### src/rtl/nested_radicals_pkg.sv
// Shared types and width helpers for the nested radical evaluator.
package nested_radicals_pkg;

   typedef enum logic [1:0] {
      IDLE = 2'd0,
      SQRT = 2'd1,
      NEXT = 2'd2
   } state_t;

   // One guard bit absorbs the inner root added to a full-scale term.
   function automatic int unsigned calc_sum_w(input int unsigned width);
      return width + 1;
   endfunction

   function automatic int unsigned calc_root_w(input int unsigned width);
      return (calc_sum_w(width) + 1) / 2;
   endfunction

endpackage

### src/rtl/nested_radicals_n_isqrt_step.sv
// One restoring square-root step: keep the trial bit if its square still fits.
module isqrt_step #(
   parameter int unsigned ROOT_W = 9,
   parameter int unsigned SUM_W  = 17
) (
   input  logic [SUM_W-1:0]  x,
   input  logic [ROOT_W-1:0] root,
   input  logic [ROOT_W-1:0] trial_bit,
   output logic [ROOT_W-1:0] next_root
);

   logic [ROOT_W-1:0]   cand;
   logic [2*ROOT_W-1:0] cand_sq;
   logic [2*ROOT_W-1:0] x_ext;

   always_comb begin
      cand      = root | trial_bit;
      cand_sq   = (2*ROOT_W)'(cand) * (2*ROOT_W)'(cand);
      x_ext     = (2*ROOT_W)'(x);
      next_root = (cand_sq <= x_ext) ? cand : root;
   end

endmodule

### src/rtl/nested_radicals_n.sv
// Iterative evaluator of isqrt(t0 + isqrt(t1 + ... + isqrt(t[d-1]))), one root bit per cycle.
module nested_radicals_n
   import nested_radicals_pkg::*;
#(
   parameter  int unsigned WIDTH  = 16,
   parameter  int unsigned DEPTH  = 3,
   localparam int unsigned SUM_W  = calc_sum_w(WIDTH),
   localparam int unsigned ROOT_W = calc_root_w(WIDTH),
   localparam int unsigned DSEL_W = $clog2(DEPTH + 1)
) (
   input  logic                   clk,
   input  logic                   rst,
   input  logic                   start,
   input  logic [DSEL_W-1:0]      depth,
   input  logic [DEPTH*WIDTH-1:0] terms,
   output logic                   busy,
   output logic                   done,
   output logic [ROOT_W-1:0]      y
);

   localparam logic [ROOT_W-1:0] MSB = ROOT_W'(1) << (ROOT_W - 1);

   state_t              state, state_n;
   logic [SUM_W-1:0]    x_reg, x_n;
   logic [ROOT_W-1:0]   root, root_n;
   logic [ROOT_W-1:0]   bit_r, bit_n;
   logic [DSEL_W-1:0]   stage, stage_n;
   logic [ROOT_W-1:0]   y_n;
   logic                done_n;
   logic [WIDTH-1:0]    term_q [DEPTH];
   logic [WIDTH-1:0]    term_n [DEPTH];

   logic [DSEL_W-1:0]   d_eff;
   logic [WIDTH-1:0]    first_term;
   logic [WIDTH-1:0]    inner_term;
   logic [ROOT_W-1:0]   step_root;

   isqrt_step #(
      .ROOT_W (ROOT_W),
      .SUM_W  (SUM_W)
   ) u_step (
      .x         (x_reg),
      .root      (root),
      .trial_bit (bit_r),
      .next_root (step_root)
   );

   // Clamp the requested depth and pick the innermost term straight from the inputs.
   always_comb begin
      if (depth == '0)
         d_eff = DSEL_W'(1);
      else if (depth > DSEL_W'(DEPTH))
         d_eff = DSEL_W'(DEPTH);
      else
         d_eff = depth;
      first_term = '0;
      inner_term = '0;
      for (int unsigned i = 0; i < DEPTH; i++) begin
         if (DSEL_W'(i) == d_eff - DSEL_W'(1))
            first_term = terms[i*WIDTH +: WIDTH];
         if (DSEL_W'(i) == stage - DSEL_W'(1))
            inner_term = term_q[i];
      end
   end

   always_comb begin
      state_n = state;
      x_n     = x_reg;
      root_n  = root;
      bit_n   = bit_r;
      stage_n = stage;
      y_n     = y;
      done_n  = 1'b0;
      term_n  = term_q;
      case (state)
         IDLE: begin
            if (start) begin
               for (int unsigned i = 0; i < DEPTH; i++)
                  term_n[i] = terms[i*WIDTH +: WIDTH];
               x_n     = SUM_W'(first_term);
               root_n  = '0;
               bit_n   = MSB;
               stage_n = d_eff - DSEL_W'(1);
               state_n = SQRT;
            end
         end
         SQRT: begin
            root_n = step_root;
            bit_n  = bit_r >> 1;
            if (bit_r[0])
               state_n = NEXT;
         end
         NEXT: begin
            if (stage != '0) begin
               x_n     = SUM_W'(root) + SUM_W'(inner_term);
               stage_n = stage - DSEL_W'(1);
               root_n  = '0;
               bit_n   = MSB;
               state_n = SQRT;
            end else begin
               y_n     = root;
               done_n  = 1'b1;
               state_n = IDLE;
            end
         end
         default: state_n = IDLE;
      endcase
   end

   always_ff @(posedge clk or posedge rst) begin
      if (rst) begin
         state <= IDLE;
         x_reg <= '0;
         root  <= '0;
         bit_r <= '0;
         stage <= '0;
         y     <= '0;
         done  <= 1'b0;
         for (int unsigned i = 0; i < DEPTH; i++)
            term_q[i] <= '0;
      end else begin
         state  <= state_n;
         x_reg  <= x_n;
         root   <= root_n;
         bit_r  <= bit_n;
         stage  <= stage_n;
         y      <= y_n;
         done   <= done_n;
         term_q <= term_n;
      end
   end

   assign busy = (state != IDLE);

endmodule

### config.mk
export PLATFORM = sky130hd
export DESIGN_NAME = nested_radicals_n
export DESIGN_NICKNAME = d
export VERILOG_FILES = /design/src/rtl/nested_radicals_pkg.sv /design/src/rtl/nested_radicals_n_isqrt_step.sv /design/src/rtl/nested_radicals_n.sv
export SDC_FILE = /design/constraint.sdc
export NUM_CORES = 1
export LEC_CHECK = 0
export CAP_MARGIN = 20
export CORE_MARGIN = 2
export CORE_UTILIZATION = 59
export CTS_BUF_LIST = sky130_fd_sc_hd__clkbuf_16
export DETAILED_ROUTE_END_ITERATION = 16
export HOLD_SLACK_MARGIN = 0.08
export PLACE_DENSITY_LB_ADDON = 0.2
export SYNTH_ARGS = -nofsm -noshare
export SYNTH_HDL_FRONTEND = slang
export SYNTH_SLANG_ARGS = --single-unit
### constraint.sdc
create_clock -name clk -period 8.5 [get_ports clk]
set_input_delay 1.7 -clock clk [delete_from_list [all_inputs] [get_ports clk]]
set_output_delay 1.7 -clock clk [all_outputs]
set_load 0.05 [all_outputs]
==> flow_metrics.tcl <==
set metrics [dict create \
    crit_buf_inv 4 \
    dp_hpwl_um 13690 \
    cp.arrival_ps 6930 \
    core_area_mm2 0.01247 \
    via_count 5868 \
    fin_crit_ps 6656 \
    fin_worst_skew_ps 9.847 \
    route.antenna.remaining_nets 0 \
    cts_sinks 97 \
    die_h_um 116.5 \
    dieArea_mm2 0.01358 \
    insertion_delay_ps 350 \
    wl_per_cell_um 17.91 \
    maxSlewViolCount 0 \
    dr.pass1.iters 5 \
    async_flop_share 1.000 \
    synth_top_flop_cell "dfrtp_1" \
    critPathCaptureType "flop" \
    floorplan.initialDensity 0.5993 \
    hold_viol_final 0 \
    track_usage 0.2812 \
    areaGrowthSynthToFinish_pct 15.22 \
    portBuffers 63 \
    synthCells 777 \
    grt.busiest_layer "met2" \
    rsz0062_at_grt "false" \
    relSlewSlack 0.4734 \
    syn-cell-area_mm2 0.007471 \
    critical_path_required_ps 8780 \
    route.detailed.drc 0 \
    cp_max_fo 10 \
    grtUsageMet2 0.4810 \
    drtIter0Drc 389 \
    grt_use_met3 0.03581 \
    finalCritPeriodShare 0.7830 \
    cts_hold_buf 0 \
    tns_ps 0 \
    place.gp.congestion 0.9419 \
    cts_setup_buffers 0 \
    io_pins 64 \
    synth-edff-count 0 \
    critPathMaxStageDelay_ps 540 \
    diodes 0 \
    grt_max_degree 56 \
    tightest_slew_ps 790.0 \
    drt_wl_total_um 18000 \
    cts-root-buf "clkbuf_16" \
    setup_viol 0 \
    synth.distinct_cells 61 \
    clk_pin_slew_ps 60 \
    startpoint_type "flop" \
    synth_area_per_cell_um2 9.615 \
    synth_seq_cells 97 \
    min_path_type "reg -> reg" \
    crit_family "adder cells" \
    final_nets 979 \
    die_x_um 116.5 \
    synth_nets 928 \
    vias_per_cell 5.839 \
    grt_overflow_total 0 \
    maxCapViolCount 0 \
    ys_warn_count 0 \
    cts_tree "yes" \
    drive_gt1_frac 0.1152 \
    global_route.usage.met1 0.3689 \
    cts_buffers 9 \
    slowest_stage "fa_1" \
    path_common_cell "fa_1" \
    cts-resized-gates 0 \
    grt_pass1_vias 5992 \
    cts_buffer_depth 2 \
    fill_cells 999 \
    grt_pass1_wl_um 29600 \
    run_status "finished clean" \
    largest_reg_flops 48 \
    yosysSeqAreaShare 0.3249 \
    rows 41 \
    clock.fmax_mhz 150.3 \
    worstSetupPathType "reg -> reg" \
    ctsHtreeMaxLevel 3 \
    antenna_found_initial 0 \
]
[final timing paths]
| path | start | to | slack, ps | cells after the start |
|---|---|---|---|---|
| worst min register to register | x_reg[2] | x_reg[2] | 480 | 2 |
| worst max-delay path | root[6] | root[6] | 1840 | 25 |
| max in group asynchronous | rst | x_reg[9] | 5570 | 3 |
| worst min-delay path | x_reg[2] | x_reg[2] | 480 | 2 |
| min in group asynchronous | rst | term_q[4] | 1790 | 2 |
| worst max register to register | root[6] | root[6] | 1840 | 25 |
[layout by cell type, fill, tap and decap left out, types with 7 or more instances in the layout]
| cell | n |
|---|---|
| dfrtp_1 | 97 |
| inv_1 | 94 |
| nor2_1 | 80 |
| ha_1 | 63 |
| clkdlybuf4s50_1 | 63 |
| mux2_2 | 56 |
| a21oi_1 | 50 |
| nand2_1 | 44 |
| o21ai_0 | 41 |
| fa_1 | 35 |
| a211oi_1 | 19 |
| xnor2_1 | 17 |
| mux2i_1 | 16 |
| xor2_1 | 13 |
| a32o_1 | 9 |
| a22o_1 | 9 |
| clkbuf_16 | 9 |
| a21o_1 | 8 |
| nor2b_1 | 7 |
| nor3_1 | 7 |
| a22oi_1 | 7 |
| buf_4 | 7 |
[tightest hold or removal path, stage by stage (launching register included)]
cell and delay, ps:
dfrtp_1 340, nand2_1 40, o21ai_0 60
[cell usage after synthesis (all sizes together) (8+ instances only)]
master | number | area [um^2]
inv | 94 | 352.8
dfrtp | 97 | 2427
mux2i | 16 | 160.2
a32o | 9 | 90.09
o21ai | 45 | 229.0
a211oi | 19 | 142.6
a22o | 9 | 78.83
mux2 | 57 | 641.9
buf | 10 | 57.55
ha | 63 | 788.3
xnor2 | 18 | 176.4
nor2 | 82 | 312.8
nand2 | 44 | 165.2
clkbuf | 21 | 78.83
xor2 | 13 | 113.9
a21oi | 53 | 284.0
fa | 35 | 700.7
a21o | 8 | 60.06
[layout make-up]
cell class / count / area [um^2] / share of cell area
inverter: 96 / 361.6 / 0.04201
tap: 172 / 215.2 / 0.02500
multi-input combinational: 553 / 4552 / 0.5288
clock buffer: 9 / 225.2 / 0.02616
clock inverter: 7 / 116.4 / 0.01352
timing repair buffer: 71 / 710.7 / 0.08256
sequential: 97 / 2427 / 0.2820
[stage by stage]
stage          std cells  hold WS, ps  worst slack (ps)  utilization  instance area (um^2)
6_report            1005        483.8              1844       0.6906                  8608
3_3_place_gp         988        471.8              2126       0.6609                  8239
4_1_cts             1004        491.3              1871       0.6883                  8581
3_5_place_dp         988        478.2              1930       0.6609                  8239
2_1_floorplan        777        449.8              2633            -                  7471
5_1_grt             1005        520.9              1286       0.6906                  8608
[per-layer routing]
layer | vias to the layer above | part of all wire | wire length [um]
li1 | 2765 | - | -
met1 | 2894 | 0.43 | 7758
met2 | 169 | 0.50 | 8986
met3 | 40 | 0.042 | 759
met4 | 0 | 0.027 | 491
met5 | - | 0 | 0
[logic make-up (layout without fill, tap and decap cells)]
group | count (synthesis) | in the layout | synth area share
simple gates | 172 | 172 | 0.1042
buf+inv | 127 | 183 | 0.06649
mux | 73 | 73 | 0.1074
xor+xnor | 31 | 31 | 0.03885
flops | 97 | 97 | 0.3249
fa+ha+maj | 98 | 98 | 0.1993
compound gates | 179 | 179 | 0.1589
Power is left out: the tool's default activity adds up to more than one toggle a clock period on the data nets, which glitch-free logic cannot reach.
==> variant 1: new RTL, same flow settings <==
`WIDTH`: 16 -> 12.
--- a/src/rtl/nested_radicals_n.sv
+++ b/src/rtl/nested_radicals_n.sv
@@ -3,5 +3,5 @@
    import nested_radicals_pkg::*;
 #(
-   parameter  int unsigned WIDTH  = 16,
+   parameter  int unsigned WIDTH  = 12,
    parameter  int unsigned DEPTH  = 3,
    localparam int unsigned SUM_W  = calc_sum_w(WIDTH),
Interface: changed (resized terms and y); port bits go from 64 to 50. The function was not compared with the original's and may differ.
==> variant 1 against the original RTL <==
Area after synthesis is 29% lower; routed wire length is 31% lower; non-clock buffer count is 18 lower; worst setup slack better by 0.69 ns; final cell count is 30% lower; sequential cell count is 22 lower; design area is 27% lower.
==> variant 1: results (changes against the original RTL) <==
STA
  – Clk_skew: 0.00654 ns (-0.00331 ns)
  – Worst rel slew slack: 35.4% (-12 points)
  – Final setup margin: 2.53 ns (+0.687 ns)
  – Fin Hold WS: 0.485 ns (+0.00126 ns)
  – Final Critical Period: 5.97 ns (-0.687 ns)

Clocking
  – Post-CTS setup buffers: 0 (unchanged)
  – Worst-skew pair later-pin latency: 0.33 ns (-0.02 ns)

Power
  – Tot Pwr: ~2100 uW
  – Cell leakage power: about 0.0029 uW
  – Switching pwr: 859 uW

Synth
  – Synth top area cells: dfrtp_1 35%, ha_1 11%, mux2_2 7.6%, fa_1 5.3%, a21oi_1 4.2%
  – Top post-synthesis cells by count: 75 x dfrtp_1, 57 x nor2_1, 47 x ha_1
  – Syn_nets: 654 (-30%)
  – Synth cell types: 51 (-16%)
  – Post-Syn Area per Cell: 9.66 um2 (+0.50%)
  – Synth Area in Compound Gates: 16.2% (+0.34 points)
  – Cells after synthesis: 552 (-29%)
  – XOR/XNOR share of the synthesized area: 3.59% (-0.30 points)
  – Post-synthesis mux area share: 11.3% (+0.59 points)
  – Post-synthesis adder-cell area fraction: 16.3% (-3.7 points)
  – Seq/Total Area, Yosys: 35.2% (+2.7 points)

Worst setup path
  – Setup crit start: bit_r[5]
  – Reg2Reg Depth: 23 (-8.0%)
  – R2r setup slk: 2.53 ns (+0.69 ns)
  – FF-to-FF Start: bit_r[5]
  – CP max FO: 7 (-3)
  – CP Data Arrival Time: 6.18 ns (-0.75 ns)

Final layout
  – Layout cells sized above 1: 10.9% (-0.64 points)
  – Non-CTS buffers: 53 (-25%)
  – Multi-input combinational area share: 51.6% (-1.3 points)
  – Comb_multi_in: 412 (-25%)
  – Layout non-clock buf frac: 8.33% (+0.079 points)
  – Filler Cells Inserted: 639 (-36%)
  – Seq Cell Count: 75 (-23%)
  – Area growth from synthesis to layout: 17.1%
  – Inverters: 43 (-55%)
  – Largest register FFs: 36 (-25%)
  – Layout clock area frac: 5.27% (+1.3 points)
  – Sequential cell area: 1880 um2 (-23%)
  – Final nets: 696 (-29%)

Drt
  – Vias per cell: 6.09 (+4.2%)
  – WL/cell: 17.5 um (-2.2%)
  – Vias: 4,290 (-27%)
  – DRT Pass-1 Iters: 4 (-1)
  – DR iter-0 viols: 251 (-35%)

Min path
  – Hold_sp: x_reg[8]
  – Hold endpoint: x_reg[8]

Global routing
  – Largest net degree at the start of global routing: 76 (+36%)
  – Initial antenna violation count: 0 (unchanged)
  – Global Route Usage Sum: 26.7% (-1.4 points)
  – Vias in the first global route: 4,395 (-27%)

Place
  – Post-DP HPWL: 9080 um (-34%)
  – Dpl ws: 2.60 ns (+0.667 ns)
  – Buffers on Ports: 49 (-22%)
  – Placer Congestion: 0.897 (-4.7%)
  – Placed cells: 691 (-30%)
  – Placed instance area: 5920 um2 (-28%)

Run status
  – Status: finished clean
-- variant 1: changes by cell type after synthesis, moves of 20 or more --
cell	delta
dfrtp_1	-22
fa_1	-21
inv_1	-52
mux2_2	-20
nor2_1	-23
o21ai_0	-33
-- variant 1: per-layer routing --
layer / wire length [um] / track usage, %
met1: 5370 / 34.9
met2: 6220 / 45.4
met3: 464 / 3.19
met4: 290 / 10.2
met5: 0 / 0
-- variant 1: critical path: stages, from the launching register on --
cell      delay, ns
dfrtp_1        0.42
nor2_1         0.40
nor2_1         0.19
xnor2_1        0.17
ha_1           0.28
inv_1          0.05
fa_1           0.53
inv_1          0.06
fa_1           0.53
inv_1          0.06
fa_1           0.53
inv_1          0.05
ha_1           0.37
nand3_1        0.17
o211ai_4       0.10
or3_4          0.39
a21oi_1        0.16
xnor2_1        0.09
ha_1           0.30
nand4_1        0.12
nor2_1         0.15
o31ai_1        0.09
a32o_1         0.36
a32o_1         0.29
==> variant 2: new RTL, config.mk and constraints unchanged <==
Made on the original files. Re-encode `state_t` (3 states) as one-hot, 3 bits wide.
--- a/src/rtl/nested_radicals_pkg.sv
+++ b/src/rtl/nested_radicals_pkg.sv
@@ -2,8 +2,8 @@
 package nested_radicals_pkg;
 
-   typedef enum logic [1:0] {
-      IDLE = 2'd0,
-      SQRT = 2'd1,
-      NEXT = 2'd2
+   typedef enum logic [2:0] {
+      IDLE = 3'b001,
+      SQRT = 3'b010,
+      NEXT = 3'b100
    } state_t;
 
Check against the original RTL: same outputs for any inputs over 10 cycles, from zero or initial values and one cycle with rst high; not proved beyond that.
==> variant 2 against the original RTL <==
Area after synthesis rose by 3.6%; design area rose by 3.0%; sequential cell count rose by 1; worst setup slack got worse by 0.048 ns; routed wire length rose by 1.8%; global-route usage fell by 0.71 points; via count rose by 4.2%; critical path type unchanged.
==> variant 2: results (changes against the original RTL) <==
STA
  – Fmax: 0.149 GHz (-0.71%)
  – Worst rel slew slack: 37.4% (-10 points)
  – Clk_skew: 0.00566 ns (-0.00418 ns)
  – Fin Hold WS: 0.510 ns (+0.0264 ns)

Global routing
  – Vias in the first global route: 6,315 (+5.4%)
  – First-pass GRT wire length: 31,300 um (+5.7%)
  – Largest net degree at the start of global routing: 78 (+39%)
  – Initial antenna violation count: 0 (unchanged)
  – Global Route Usage Sum: 27.4% (-0.71 points)

Clocking
  – Worst-skew pair later-pin latency: 0.35 ns (about the same)
  – Post-CTS setup buffers: 0 (unchanged)
  – Worst-path clk slew: 0.07 ns
  – CTS Root Cell: clkbuf_16
  – Clock Path Buffers: 2 (unchanged)
  – Post-CTS sizing: 0 (unchanged)
  – CTS buffer count: 9 (unchanged)
  – H-tree levels: 3 (unchanged)

Run status
  – Status: finished clean

Drt
  – Total Wirelength: 18,300 um (+1.8%)
  – Vias per cell: 5.86 (+0.30%)
  – DR iter-0 viols: 422 (+8.5%)
  – DRT Pass-1 Iters: 6 (+1)

Place
  – Post-DP HPWL: 14,000 um (+2.1%)
  – Buffers on Ports: 63 (unchanged)
  – Placer Congestion: 0.990 (+5.1%)

Worst setup path
  – CP Data Arrival Time: 6.96 ns (+0.03 ns)
  – Reg2Reg Depth: 24 (-4.0%)
  – WS Path Type: reg -> reg
  – R2r endpoint: root[1]
  – Worst path slowest cell: nor2_1
  – CP max stage delay: 0.54 ns (about the same)
  – R2r setup slk: 1.80 ns (-0.05 ns)
  – Top delay family on crit path: adder cells
  – Setup crit start: root[8]
  – CP max FO: 9 (-1)

Synth
  – Seq/Total Area, Yosys: 31.7% (-0.78 points)
  – Synth cell types: 68 (+11%)
  – Synth Warn #: 0 (unchanged)
  – Syn_nets: 968 (+4.3%)
  – Ys flop type: dfrtp_1
  – Post-synth ARST share: 100% (unchanged)
  – Synth top area cells: dfrtp_1 31%, ha_1 10%, fa_1 9.1%, mux2_2 8.3%, inv_1 4.7%
  – Top post-synthesis cells by count: 97 x dfrtp_1, 97 x inv_1, 73 x nor2_1

Final layout
  – Inserted Diodes: 0 (unchanged)
  – Final nets: 1,018 (+4.0%)
  – Filler Cells Inserted: 1,005 (+0.60%)
  – Largest register FFs: 48 (unchanged)
  – Layout cells sized above 1: 12.6% (+1.1 points)

Power
  – Worst vdd ir: 179 uV
  – Sw frac: 40.6%
  – Cell leakage power: 0.00413 uW

Min path
  – HP Class: reg -> reg
## variant 2: changes by cell type in the layout (fill, tap and decap cells not counted), sizes merged, moves of 6 or more
cell / unedited run / this run
a32o: 9 / 2
a211oi: 19 / 13
nand3: 2 / 8
nor2: 82 / 74
nand2: 44 / 68
## variant 2: metal layers
| layer | routed length (um) | GRT usage, % | share of wire, % |
|---|---|---|---|
| met3 | 720 | 2.36 | 3.9 |
| met1 | 7970 | 36.3 | 43 |
| met5 | 0 | 0 | 0 |
| met4 | 364 | 8.78 | 2.0 |
| met2 | 9280 | 47.7 | 51 |
## variant 2: layout make-up
| cell class | instances | share of cell area (%) |
|---|---|---|
| Clock buffer | 9 | 2.54 |
| Clock inverter | 7 | 0.932 |
| Tap cell | 172 | 2.43 |
| Timing Repair Buffer | 71 | 8.24 |
| Sequential cell | 98 | 27.7 |
| Multi-Input combinational cell | 588 | 54.0 |
| Inverter | 99 | 4.22 |
## variant 2: logic make-up after synthesis
kind of cell / count (synthesis) / share of synthesized area, %
xor gates and xnor gates: 29 / 3.28
DFF: 98 / 31.7
AOI/OAI and AO/OA: 182 / 16.0
buffers and inverters: 131 / 6.84
and+or+nand+nor: 206 / 12.6
adders and majority gates: 98 / 19.2
muxes: 73 / 10.4
## variant 2: worst min path at each step
stage,cells after the start,endpoint,from
6_report,1,term_q[7],term_q[7]
5_1_grt,1,term_q[8],term_q[8]
4_1_cts,1,term_q[7],term_q[7]
3_5_place_dp,2,x_reg[16],x_reg[16]
3_3_place_gp,2,x_reg[16],x_reg[16]
2_1_floorplan,2,x_reg[16],x_reg[16]
## variant 2: stage by stage
| step | area [um2] | total power [uW] | std cells | setup WS (ns) |
|---|---|---|---|---|
| after global placement | 8500 | 1820 | 1026 | 2.07 |
| after global routing | 8860 | 2490 | 1044 | 1.39 |
| after floorplan | 7740 | 1600 | 817 | 2.52 |
| after CTS | 8810 | 2300 | 1042 | 1.90 |
| final | 8860 | 2320 | 1044 | 1.80 |
| after detailed placement | 8500 | 1870 | 1026 | 1.93 |
## variant 2: power groups by stage
stage,combinational [uW],sequential [uW],clock (uW)
floorplan,869,728,0
global placement,1060,760,0
detailed placement,1100,772,0
CTS,1110,765,421
global route,1260,789,440
finish,1130,770,418
